### src/rtl/acc_datapath_pkg.sv
// acc_datapath_pkg: shared encodings for the accumulator datapath and its multiplier.
package acc_datapath_pkg;

    typedef enum logic [2:0] {
        ALU_ADD   = 3'b000,
        ALU_SUB   = 3'b001,
        ALU_AND   = 3'b010,
        ALU_OR    = 3'b011,
        ALU_XOR   = 3'b100,
        ALU_SHL1  = 3'b101,
        ALU_SAR1  = 3'b110,
        ALU_PASSB = 3'b111
    } alu_op_t;

    typedef enum logic [1:0] {
        SEL_A_MEM = 2'b00,
        SEL_A_EXT = 2'b01,
        SEL_A_ALU = 2'b10,
        SEL_A_MUL = 2'b11
    } sel_a_t;

    typedef enum logic {
        SEL_B_MEM = 1'b0,
        SEL_B_EXT = 1'b1
    } sel_b_t;

    typedef enum logic {
        MUL_IDLE = 1'b0,
        MUL_RUN  = 1'b1
    } mul_state_t;

    typedef struct packed {
        logic z;
        logic n;
        logic c;
        logic v;
    } flags_t;

endpackage

### src/rtl/acc_datapath_seq_multiplier.sv
// seq_multiplier: shift-add multiplier, one multiplier bit per cycle, low-half result.
module seq_multiplier
    import acc_datapath_pkg::*;
#(
    parameter int DATA_WIDTH = 11
) (
    input  logic                  clock_in,
    input  logic                  reset_in,
    input  logic                  start_in,
    input  logic [DATA_WIDTH-1:0] multiplicand_in,
    input  logic [DATA_WIDTH-1:0] multiplier_in,
    output logic                  busy_out,
    output logic                  done_out,
    output logic [DATA_WIDTH-1:0] result_out
);

    localparam int CNT_W = $clog2(DATA_WIDTH + 1);

    mul_state_t            state_q, state_d;
    logic [DATA_WIDTH-1:0] mcand_q, mcand_d;
    logic [DATA_WIDTH-1:0] mplier_q, mplier_d;
    logic [DATA_WIDTH-1:0] prod_q, prod_d;
    logic [DATA_WIDTH-1:0] result_q, result_d;
    logic [CNT_W-1:0]      cnt_q, cnt_d;
    logic                  done_q, done_d;

    always_comb begin
        state_d  = state_q;
        mcand_d  = mcand_q;
        mplier_d = mplier_q;
        prod_d   = prod_q;
        result_d = result_q;
        cnt_d    = cnt_q;
        done_d   = 1'b0;
        case (state_q)
            MUL_IDLE: if (start_in) begin
                state_d  = MUL_RUN;
                mcand_d  = multiplicand_in;
                mplier_d = multiplier_in;
                prod_d   = '0;
                cnt_d    = CNT_W'(DATA_WIDTH);
            end
            MUL_RUN: begin
                prod_d   = prod_q + (mplier_q[0] ? mcand_q : '0);
                mcand_d  = mcand_q << 1;
                mplier_d = mplier_q >> 1;
                cnt_d    = cnt_q - CNT_W'(1);
                // The final iteration's sum is latched directly so done and result coincide.
                if (cnt_d == '0) begin
                    state_d  = MUL_IDLE;
                    result_d = prod_d;
                    done_d   = 1'b1;
                end
            end
            default: state_d = MUL_IDLE;
        endcase
    end

    always_ff @(posedge clock_in) begin
        if (reset_in) begin
            state_q  <= MUL_IDLE;
            mcand_q  <= '0;
            mplier_q <= '0;
            prod_q   <= '0;
            result_q <= '0;
            cnt_q    <= '0;
            done_q   <= 1'b0;
        end else begin
            state_q  <= state_d;
            mcand_q  <= mcand_d;
            mplier_q <= mplier_d;
            prod_q   <= prod_d;
            result_q <= result_d;
            cnt_q    <= cnt_d;
            done_q   <= done_d;
        end
    end

    assign busy_out   = (state_q == MUL_RUN);
    assign done_out   = done_q;
    assign result_out = result_q;

endmodule

### src/rtl/acc_datapath.sv
// acc_datapath: accumulator bank, 8-op ALU with Z/N/C/V flags, immediate path and sequential multiplier.
module acc_datapath
    import acc_datapath_pkg::*;
#(
    parameter int DATA_WIDTH = 11,
    parameter int ACC_COUNT  = 2,
    parameter int IMM_WIDTH  = 8
) (
    input  logic                         clock_in,
    input  logic                         reset_in,
    input  logic [DATA_WIDTH-1:0]        operand_in,
    input  logic [DATA_WIDTH-1:0]        data_memory_in,
    input  logic [$clog2(ACC_COUNT)-1:0] acc_sel_in,
    input  logic [2:0]                   alu_op_in,
    input  logic [1:0]                   sel_A_in,
    input  logic                         sel_B_in,
    input  logic                         acc_wr_in,
    input  logic                         status_wr_in,
    input  logic                         mul_start_in,
    output logic                         mul_busy_out,
    output logic                         mul_done_out,
    output logic [DATA_WIDTH-1:0]        data_out,
    output logic [DATA_WIDTH-1:0]        ext_out,
    output logic [DATA_WIDTH-1:0]        data_memory_address_out,
    output logic                         flag_Z_out,
    output logic                         flag_N_out,
    output logic                         flag_C_out,
    output logic                         flag_V_out
);

    localparam int M = DATA_WIDTH - 1;

    logic [DATA_WIDTH-1:0] acc_q [ACC_COUNT];
    logic [DATA_WIDTH-1:0] acc_d [ACC_COUNT];
    flags_t                flags_q, flags_d, alu_flags;
    alu_op_t               alu_op;
    logic                  acc_sel_ok;
    logic [DATA_WIDTH-1:0] acc_a, ext, mux_b, b_eff, alu_res, mux_a, mul_result;
    logic [DATA_WIDTH:0]   sum;
    logic                  alu_c, alu_v;

    assign alu_op     = alu_op_t'(alu_op_in);
    assign acc_sel_ok = int'(acc_sel_in) < ACC_COUNT;
    assign acc_a      = acc_sel_ok ? acc_q[acc_sel_in] : '0;
    assign ext        = DATA_WIDTH'($signed(operand_in[IMM_WIDTH-1:0]));
    assign mux_b      = (sel_b_t'(sel_B_in) == SEL_B_EXT) ? ext : data_memory_in;

    // SUB shares the adder as A + ~B + 1, so C=1 means no borrow.
    assign b_eff = (alu_op == ALU_SUB) ? ~mux_b : mux_b;
    assign sum   = {1'b0, acc_a} + {1'b0, b_eff} + {{DATA_WIDTH{1'b0}}, alu_op == ALU_SUB};

    always_comb begin
        alu_res = '0;
        alu_c   = 1'b0;
        alu_v   = 1'b0;
        case (alu_op)
            ALU_ADD, ALU_SUB: begin
                alu_res = sum[M:0];
                alu_c   = sum[DATA_WIDTH];
                alu_v   = (acc_a[M] == b_eff[M]) && (alu_res[M] != acc_a[M]);
            end
            ALU_AND:   alu_res = acc_a & mux_b;
            ALU_OR:    alu_res = acc_a | mux_b;
            ALU_XOR:   alu_res = acc_a ^ mux_b;
            ALU_SHL1: begin
                alu_res = {acc_a[M-1:0], 1'b0};
                alu_c   = acc_a[M];
            end
            ALU_SAR1: begin
                alu_res = {acc_a[M], acc_a[M:1]};
                alu_c   = acc_a[0];
            end
            default:   alu_res = mux_b;
        endcase
    end

    assign alu_flags = '{z: alu_res == '0, n: alu_res[M], c: alu_c, v: alu_v};

    always_comb begin
        case (sel_a_t'(sel_A_in))
            SEL_A_MEM: mux_a = data_memory_in;
            SEL_A_EXT: mux_a = ext;
            SEL_A_ALU: mux_a = alu_res;
            default:   mux_a = mul_result;
        endcase
    end

    always_comb begin
        acc_d = acc_q;
        if (acc_wr_in && acc_sel_ok) acc_d[acc_sel_in] = mux_a;
    end

    assign flags_d = status_wr_in ? alu_flags : flags_q;

    always_ff @(posedge clock_in) begin
        if (reset_in) begin
            acc_q   <= '{default: '0};
            flags_q <= '0;
        end else begin
            acc_q   <= acc_d;
            flags_q <= flags_d;
        end
    end

    seq_multiplier #(
        .DATA_WIDTH(DATA_WIDTH)
    ) u_mul (
        .clock_in        (clock_in),
        .reset_in        (reset_in),
        .start_in        (mul_start_in),
        .multiplicand_in (acc_a),
        .multiplier_in   (mux_b),
        .busy_out        (mul_busy_out),
        .done_out        (mul_done_out),
        .result_out      (mul_result)
    );

    assign data_out                = acc_a;
    assign ext_out                 = ext;
    assign data_memory_address_out = operand_in;
    assign flag_Z_out              = flags_q.z;
    assign flag_N_out              = flags_q.n;
    assign flag_C_out              = flags_q.c;
    assign flag_V_out              = flags_q.v;

endmodule

### config.mk
export PLATFORM = sky130hd
export DESIGN_NAME = acc_datapath
export DESIGN_NICKNAME = d
export VERILOG_FILES = /design/src/rtl/acc_datapath_pkg.sv /design/src/rtl/acc_datapath_seq_multiplier.sv /design/src/rtl/acc_datapath.sv
export SDC_FILE = /design/constraint.sdc
export NUM_CORES = 1
export LEC_CHECK = 0
export CORE_MARGIN = 4
export CORE_UTILIZATION = 50
export DETAILED_ROUTE_END_ITERATION = 12
export PLACE_DENSITY = 0.76
export SYNTH_ARGS = -nofsm -noshare
export SYNTH_HDL_FRONTEND = slang
export SYNTH_SLANG_ARGS = --single-unit
### constraint.sdc
create_clock -name clock_in -period 3.35 [get_ports clock_in]
set_input_delay 0.67 -clock clock_in [delete_from_list [all_inputs] [get_ports clock_in]]
set_output_delay 0.67 -clock clock_in [all_outputs]
set_load 0.005 [all_outputs]
==> results of run 1 <==
placed cells by master, fill, tap and decap left out, drive strengths merged, types with 3 or more instances in the layout:
| cell type | n |
|---|---|
| xor2 | 6 |
| mux2 | 3 |
| or3 | 3 |
| o31ai | 7 |
| buf | 109 |
| nand3b | 4 |
| xnor2 | 22 |
| clkdlybuf4s50 | 57 |
| mux4 | 6 |
| clkinv | 3 |
| mux2i | 37 |
| nand2 | 57 |
| and2 | 15 |
| a21oi | 65 |
| a22o | 4 |
| nor2 | 97 |
| o221ai | 4 |
| o22ai | 7 |
| nand3 | 3 |
| clkbuf | 11 |
| and3 | 12 |
| nor2b | 11 |
| inv | 41 |
| a211oi | 36 |
| o211ai | 9 |
| dfxtp | 76 |
| a21o | 3 |
| o21bai | 4 |
| nor3 | 7 |
| a31oi | 3 |
| dlymetal6s2s | 5 |
| dlygate4sd2 | 3 |
| nand2b | 9 |
| a2111oi | 5 |
| nor3b | 5 |
| o21ai | 26 |
| ha | 44 |
| a211o | 4 |
through the flow:
step | cells | utilization, % | TNS, ns | total power, mW | worst slack (ns)
final | 990 | 69.03 | 0 | 2.881 | 0.07807
after global routing | 990 | 69.03 | -0.09156 | 3.008 | -0.05344
after CTS | 990 | 67.97 | -0.005018 | 2.838 | -0.005018
after detailed placement | 968 | 63.95 | -10.36 | 1.824 | -0.5630
after global placement | 968 | 63.95 | -8.138 | 1.805 | -0.4448
after floorplan | 728 | - | 0 | 1.481 | 0.008902
synthesized netlist by cell type (9+ instances only):
| cell type | count |
|---|---|
| nand2b_1 | 9 |
| a211oi_1 | 36 |
| ha_1 | 44 |
| xnor2_1 | 22 |
| nor2_1 | 97 |
| inv_2 | 9 |
| dfxtp_1 | 76 |
| o211ai_1 | 9 |
| mux2i_1 | 35 |
| and2_1 | 15 |
| a21oi_1 | 65 |
| nor2b_1 | 11 |
| inv_1 | 31 |
| and3_1 | 12 |
| buf_4 | 23 |
| clkbuf_1 | 32 |
| nand2_1 | 57 |
| o21ai_0 | 14 |
| o21ai_1 | 12 |
sequential cells by signal, summed over array words and instances, names as in the netlist:
register and count:
flag_V_out 1, u_mul.done_out 1, u_mul.busy_out 1, u_mul.mcand_q 11, u_mul.result_out 11, u_mul.prod_q 11
flag_N_out 1, flag_C_out 1, u_mul.cnt_q 4, flag_Z_out 1, u_mul.mplier_q 11, acc_q 22
repair_timing:
action,in CTS,in global routing
setup buffers,6,0
pin swaps,8,9
setup endpoints to repair,18,22
gates resized for setup,22,27
power breakdown:
part	internal, mW	total, mW	leakage (nW)	switching [mW]
combinational	0.437	0.902	2.55	0.466
clock	0.600	1.00	0.146	0.400
sequential	0.949	0.979	0.621	0.0302
logic make-up after synthesis:
family          Yosys count  synth area share (%)
compound gates          193                 22.05
xor+xnor                 28                 4.271
fa+ha+maj                46                 10.29
buf+inv                 109                 8.738
flops                    76                 26.50
mux                      46                 9.741
simple gates            230                 18.41
worst min-delay path, cell delays in order (launching register included):
cell and delay, ns:
dfxtp_1 0.31, nand2_1 0.05, a21oi_1 0.05
layout make-up:
class | instances | area (um^2) | share of cell area (%)
Multi-Input combinational cell | 543 | 3943 | 51.77
Sequential cell | 76 | 1523 | 20.00
Timing Repair Buffer | 174 | 1518 | 19.93
Clock buffer | 11 | 242.7 | 3.188
Tap cell | 140 | 175.2 | 2.300
Inverter | 41 | 153.9 | 2.021
Clock inverter | 5 | 60.06 | 0.7887
layer usage:
| metal | track usage, % | wire length [um] | vias to the layer above |
|---|---|---|---|
| met3 | 5.579 | 1329 | 42 |
| met4 | 10.02 | 545 | 0 |
| li1 | - | - | 2773 |
| met1 | 38.76 | 8149 | 2757 |
| met2 | 42.67 | 8194 | 237 |
| met5 | 0 | 0 | - |
worst max path at each step:
| stage | from | end | slack, ns | cells after the start |
|---|---|---|---|---|
| global route | sel_B_in | acc_q[7]$_SDFFE_PP0P_ | -0.05 | 15 |
| floorplan | acc_sel_in | acc_q[5]$_SDFFE_PP0P_ | 0.009 | 13 |
| finish | sel_B_in | acc_q[7]$_SDFFE_PP0P_ | 0.08 | 15 |
| global placement | sel_B_in | flag_Z_out$_SDFFE_PP0P_ | -0.44 | 15 |
| detailed placement | sel_B_in | flag_Z_out$_SDFFE_PP0P_ | -0.56 | 15 |
| CTS | alu_op_in[0] | acc_q[5]$_SDFFE_PP0P_ | -0.005 | 14 |
==> metrics.md, run 1 <==
| Metric | Value |
|---|---|
| Outcome | finished, final reports clean |
| Num rows | 38 |
| Ranking of synthesized cells by area | dfxtp_1, ha_1, nor2_1 |
| Clock sinks | 76 |
| CP startpoint kind | input pin |
| Post-synth EDFFs | 0 |
| Share of the synthesized area in the top cell type | 26.50% |
| Max-capacitance violation count | 0 |
| Routability Congestion | 0.9853 |
| Wire per inst | 18.40 um |
| Syn-to-layout area delta | 32.62% |
| Reg2Reg Depth | 11 |
| WP buf/inv | 4 |
| CP most frequent cell | buf_6 |
| Area of the mapped netlist | 0.005742 mm^2 |
| R2R Path Start | u_mul.mcand_q[0]$_SDFFE_PP0P_ |
| Worst R2R End | u_mul.prod_q[10]$_SDFFE_PP0P_ |
| Yosys warns | 0 |
| # hold bufs at CTS | 0 |
| Layout Skew | 0.008663 ns |
| H-tree depth | 3 |
| DRC | 0 |
| Cell count of the worst hold path | 2 |
| CTS Buffer Depth | 2 |
| CP required | 3.60 ns |
| Vias/cell | 5.868 |
| Hold Path Class | reg2reg |
| Syn Inst Count | 728 |
| Worst setup EP type | flop |
| Die ar. | 0.01326 mm^2 |
| Final setup fails | 0 |
| WHS | 0.4582 ns |
| Total Wirelength | 18220 um |
| Flip-flop and latch count after synthesis | 76 |
| CP peak stage delay | 0.32 ns |
| Initial antenna violation count | 0 |
| Initial Util | 52.05% |
| Asr flop ratio synth | 0% |
| Worst Min Path Start | acc_q[16]$_SDFFE_PP0P_ |
| Port bufs | 66 |
| CP max FO | 5 |
| Via Count | 5809 |
| Die Span Y | 115.2 um |
| Sequential element share of the synthesized area | 26.50% |
| Fmax | 305.6 MHz |
| PwrDens | 378.3 mW/mm^2 |
| Total congestion overflow | 0 |
| Cell taking the most area after synthesis | dfxtp_1 |
| Later-pin clock latency in the skew report | 0.35 ns |
| CTS tree | built |
| Drt pass-1 iters | 5 |
| Final ANT Viol Nets | 0 |
| DRT iter0 DRCs | 605 |
| Top-Level Pins | 73 |
| Core area | 0.01103 mm^2 |
| Largest net degree at the start of global routing | 62 |
| Avg Cell Area, Syn | 7.887 um^2 |
| End of the worst hold path | acc_q[16]$_SDFFE_PP0P_ |
| Final instance area | 0.007615 mm^2 |
| Tmin final | 3.272 ns |
| All-Layer GR Usage | 27.79% |
| Commonest register cell after synthesis | dfxtp_1 |
| Peak VDD IR | 0.0002900 V |
| Hpwl dp | 13550 um |
| Slowest CP cell | a211o_1 |
| Tcrit/Tclk final | 97.67% |
| Number of global-route vias before repair | 5545 |
| Worst path top cell family by delay | compound AO/OA/AOI/OAI gates |
| WS Path Type | in2reg |
| Crit path arrival time | 3.53 ns |
| Post-layout net count | 925 |
| Global-route wire length before repair | 29010 um |
| Clock transition at path regs | 0.06 ns |
| Clock Tree Root | clkbuf_16 |
| Fillers | 886 |
| Leakage dissipation | 3.319 nW |
| Tightest Pin Transition | 0.7312 ns |
| Share of post-route cells with drive strength above 1 | 21.06% |
| Flop2flop setup slack | 0.27 ns |
| Critical path cell sequence | dlygate4sd2_1 > buf_6 > buf_6 > mux2i_4 > xnor2_2 > ha_4 > a21o_1 > a211o_1 > a31oi_4 > buf_6 > o211ai_1 > o31ai_2 > a211oi_2 > o32a_1 > a211oi_2 |
| Netlist cell types | 62 |
| RSZ-0062 raised after global routing | true |
| Slew margin rel. | 51.10% |
| Placed inst area | 0.007054 mm^2 |
| Final hold violation count | 0 |
| Die extent in x | 115.2 um |
| CTS Buf Count | 9 |
| Antenna cells | 0 |
| Max-slew violation count | 0 |
| Mapped Nets | 808 |
Power figures use the tool's default switching activity.
==> run 2: changes to the inputs <==
--- a/config.mk
+++ b/config.mk
@@ -8,6 +8,7 @@
 export CORE_MARGIN = 4
 export CORE_UTILIZATION = 50
 export DETAILED_ROUTE_END_ITERATION = 12
+export HOLD_SLACK_MARGIN = 0.02
 export PLACE_DENSITY = 0.76
 export SYNTH_ARGS = -nofsm -noshare
 export SYNTH_HDL_FRONTEND = slang
==> results of run 2 <==
The final DEF is identical to that of run 1; final timing and power are the same.
==> run 3: changes to the inputs <==
--- a/config.mk
+++ b/config.mk
@@ -5,10 +5,10 @@
 export SDC_FILE = /design/constraint.sdc
 export NUM_CORES = 1
 export LEC_CHECK = 0
+export ABC_CLOCK_PERIOD_IN_PS = 3350
 export CORE_MARGIN = 4
 export CORE_UTILIZATION = 50
 export DETAILED_ROUTE_END_ITERATION = 12
-export HOLD_SLACK_MARGIN = 0.02
 export PLACE_DENSITY = 0.76
 export SYNTH_ARGS = -nofsm -noshare
 export SYNTH_HDL_FRONTEND = slang
==> results of run 3 <==
The final DEF is identical to that of run 1; final timing and power are the same.
==> RTL change 1 (flow settings as in run 3) <==
`DATA_WIDTH` is set to 11 in 2 places; all go to 22.
--- a/src/rtl/acc_datapath_seq_multiplier.sv
+++ b/src/rtl/acc_datapath_seq_multiplier.sv
@@ -3,5 +3,5 @@
     import acc_datapath_pkg::*;
 #(
-    parameter int DATA_WIDTH = 11
+    parameter int DATA_WIDTH = 22
 ) (
     input  logic                  clock_in,
--- a/src/rtl/acc_datapath.sv
+++ b/src/rtl/acc_datapath.sv
@@ -3,5 +3,5 @@
     import acc_datapath_pkg::*;
 #(
-    parameter int DATA_WIDTH = 11,
+    parameter int DATA_WIDTH = 22,
     parameter int ACC_COUNT  = 2,
     parameter int IMM_WIDTH  = 8
Interface: changed (5 resized); port bits go from 73 to 128. The function was not compared with the original's and may differ.
==> RTL change 1 against run 3 <==
The flow now finishes with violations (setup timing); total power is 100% higher; critical path depth is 1 higher; via count is 120% higher; wire length is 130% higher; cell area is 110% higher; sequential cell count is 67 higher; setup slack worse by 440 ps; non-clock buffer count is 216 higher; register-to-register slack worse by 200 ps; cell count is 110% higher; sequential share of layout area is 1.8 points lower; maximum frequency is 12% lower; synthesized area is 100% higher; critical endpoint is now acc_q[18].
==> RTL change 1: results (changes against run 3) <==
Leak Pwr 6.97 nW (was 3.32 nW); R2R cell count 18 (was 11); Final #Nets 1928 (was 925); Synth Instances 1523 (was 728); setup slack, reg-to-reg 70 ps (was 270 ps); PortBufs 99 (was 66); TritonRoute pass-1 iters 6 (was 5); Final Setup Violations 27 (was 0); final cell count without fillers 2078 (was 990); placed cells 2016 (was 968); vias in the first global route 12106 (was 5545); post-place setup slack -1220 ps (was -563 ps); Worst VDD drop 370 µV (was 290 µV); Clock Latency Late Sink 430 ps (was 350 ps); WHS 450 ps (was 458 ps); status finished, violations left (was completed); dpl cell area 14100 µm² (was 7050 µm²); sequential area share after synthesis 25.0% (was 26.5%); Setup crit end acc_q[18] (was acc_q[7]); CP startpoint data_memory_in[7] (was sel_B_in); setup TNS -4180 ps (was 0 ps); post-cts sizing count 122 (was 22); largest net degree at the start of global routing 83 (was 62); H-tree levels 4 (was 3); Critical Path AT 3980 ps (was 3530 ps); setup ws final -365 ps (was 78.1 ps); top cells by count, synth 214 x nor2_1, 166 x a21oi_1, 143 x dfxtp_1 (was 97 x nor2_1, 76 x dfxtp_1, 65 x a21oi_1); slowest CP cell or4_4 (was a211o_1); failing checks setup timing; CP max FO 4 (was 5); largest stage delay on the critical path 510 ps (was 320 ps); Distinct cells, synth 81 (was 62); # Post-CTS Setup Buffers 20 (was 6); worst slew pin tran 928 ps (was 731 ps)
## RTL change 1: cells by family after synthesis
| kind of cell | count (synthesis) | synth area share [%] |
|---|---|---|
| buf+inv | 227 | 9.27 |
| fa+ha+maj | 92 | 10.2 |
| simple gates | 502 | 19.8 |
| compound gates | 450 | 25.5 |
| xor+xnor | 50 | 3.82 |
| flops | 143 | 25.0 |
| mux | 59 | 6.42 |
## RTL change 1: routing by layer
layer	wire, µm	GRT usage, %
met1	16000	37.4
met2	19600	50.2
met3	3060	4.58
met4	2710	18.6
met5	0	0
## RTL change 1: where the power goes
group,leakage [nW],internal [mW],switching [mW]
logic,5.52,0.996,1.10
clock network,0.280,1.13,0.740
registers,1.17,1.78,0.0677
## RTL change 1: area by class of cell
type / instances / share of cell area (%)
Multi-Input combinational cell: 1153 / 53.2
Timing Repair Buffer: 390 / 20.9
Sequential cell: 143 / 18.2
Clock buffer: 22 / 2.95
Tap cell: 285 / 2.26
Inverter: 75 / 1.83
Clock inverter: 10 / 0.715
==> RTL change 2 (flow settings as in run 3) <==
Made on the original files. `prod_q` and `result_q` no longer have a reset.
--- a/src/rtl/acc_datapath_seq_multiplier.sv
+++ b/src/rtl/acc_datapath_seq_multiplier.sv
@@ -62,6 +62,4 @@
             mcand_q  <= '0;
             mplier_q <= '0;
-            prod_q   <= '0;
-            result_q <= '0;
             cnt_q    <= '0;
             done_q   <= 1'b0;
@@ -70,9 +68,12 @@
             mcand_q  <= mcand_d;
             mplier_q <= mplier_d;
-            prod_q   <= prod_d;
-            result_q <= result_d;
             cnt_q    <= cnt_d;
             done_q   <= done_d;
         end
+    end
+
+    always_ff @(posedge clock_in) begin
+        prod_q   <= prod_d;
+        result_q <= result_d;
     end
 
Behaviour: same outputs for any inputs over 4 cycles, from zero or initial values and one cycle with reset_in high; that may be too few to reach the edited logic, so the function may still have changed.
==> RTL change 2 against run 3 <==
Wire length rose by 11%; non-clock buffer count rose by 12; total power rose by 5.1%; sequential cell count did not move; synthesized area rose by 0.63%; first-iteration DRC count fell by 11%; sequential power rose by 7%; core utilization rose by 1.4 points; hold slack improved by 8.1 ps; maximum frequency fell by 0.90%; setup slack got worse by 30 ps; count of clock-buffer cells in the layout fell by 2; cell area rose by 2.4%; clock skew rose by 1.0 ps; largest cell class unchanged.
==> RTL change 2: results (changes against run 3) <==
mux contribution to synthesized area 7.93% (was 9.74%); GPL Wtd Cong 0.993 (was 0.985); nonclk inv count 45 (was 41); Worst VDD drop 391 µV (was 290 µV); Finished Cell Area 7800 µm² (was 7610 µm²); top post-synthesis cells by area dfxtp_1 19%, edfxtp_1 11%, ha_1 9.5% (was dfxtp_1 26%, ha_1 9.6%, nor2_1 6.3%); CP startpoint data_memory_in[4] (was sel_B_in); Worst R2R Start u_mul.mplier_q[0] (was u_mul.mcand_q[0]); dpl cell area 7180 µm² (was 7050 µm²); largest stage delay on the critical path 560 ps (was 320 ps); Synth Area in XOR/XNOR 3.64% (was 4.27%); share of cells above drive strength 1 23.2% (was 21.1%); worst slew pin tran 875 ps (was 731 ps); nonclk buf count 186 (was 174); Clock Skew 9.69 ps (was 8.66 ps); CP max FO 6 (was 5); Antenna diodes 0 (unchanged); R2R cell count 10 (was 11); Setup crit end acc_q[17] (was acc_q[7]); dpl hpwl 15.6 mm (was 13.6 mm); Critical Path AT 3510 ps (was 3530 ps); Clock buf/inv share 3.75% (was 3.98%); largest delay contributor family on the critical path multiplexers (was compound AO/OA/AOI/OAI gates); multi-input logic area 3770 µm² (was 3940 µm²); setup slack, reg-to-reg 430 ps (was 270 ps); status completed (unchanged); Final #Nets 915 (was 925); Worst Min Path Start acc_q[5] (was acc_q[16]); top cells by count, synth 82 x nor2_1, 67 x a21oi_1, 54 x dfxtp_1 (was 97 x nor2_1, 76 x dfxtp_1, 65 x a21oi_1); Multi-Input Combinational 517 (was 543); slowest CP cell mux4_2 (was a211o_1); fill count 908 (was 886); via/cell ratio 6.00 (was 5.87); vias in the first global route 5709 (was 5545); post-synthesis compound-gate area fraction 21.8% (was 22.1%); synthesized net count 784 (was 808); sequential area share after synthesis 30.1% (was 26.5%); CLK BUF 9 (was 11); Data buffer area share 21.2% (was 19.9%); Post-synth EDFFs 22 (was 0); first-pass GRT wire length 31.9 mm (was 29.0 mm); 1st-iter DRT viols 539 (was 605); adder-cell share of the synthesized area 10.2% (was 10.3%); Leak Pwr 3.32 nW (about the same); GR Util All Layers 31.3% (was 27.8%); r2r endpoint u_mul.prod_q[9] (was u_mul.prod_q[10])
[RTL change 2: worst min path at each step]
stage,depth (start not counted),endpoint,slack (ps)
global route,2,acc_q[4],500
floorplan,2,acc_q[12],440
finish,2,acc_q[5],470
global placement,2,acc_q[14],440
CTS,2,acc_q[5],470
detailed placement,2,acc_q[4],450
[RTL change 2: metrics by stage]
| step | setup TNS, ps | worst slack (ps) | cells |
|---|---|---|---|
| 2_1_floorplan | -4.50 | -4.50 | 704 |
| 3_5_place_dp | -10400 | -630 | 951 |
| 4_1_cts | 0 | 9.13 | 974 |
| 6_report | 0 | 48.3 | 980 |
| 3_3_place_gp | -9120 | -647 | 951 |
| 5_1_grt | 0 | 4.51 | 980 |
[RTL change 2: where the power goes]
group	total, mW	switching [mW]	internal (mW)
Clock	0.966	0.394	0.572
Combinational	1.01	0.533	0.473
Sequential	1.05	0.0424	1.01
[RTL change 2: metal layers]
layer  track usage [%]  routed length [µm]
met1              42.0                8570
met5                 0                   0
met4              9.62                 517
met2              51.9                9570
met3              5.22                1540
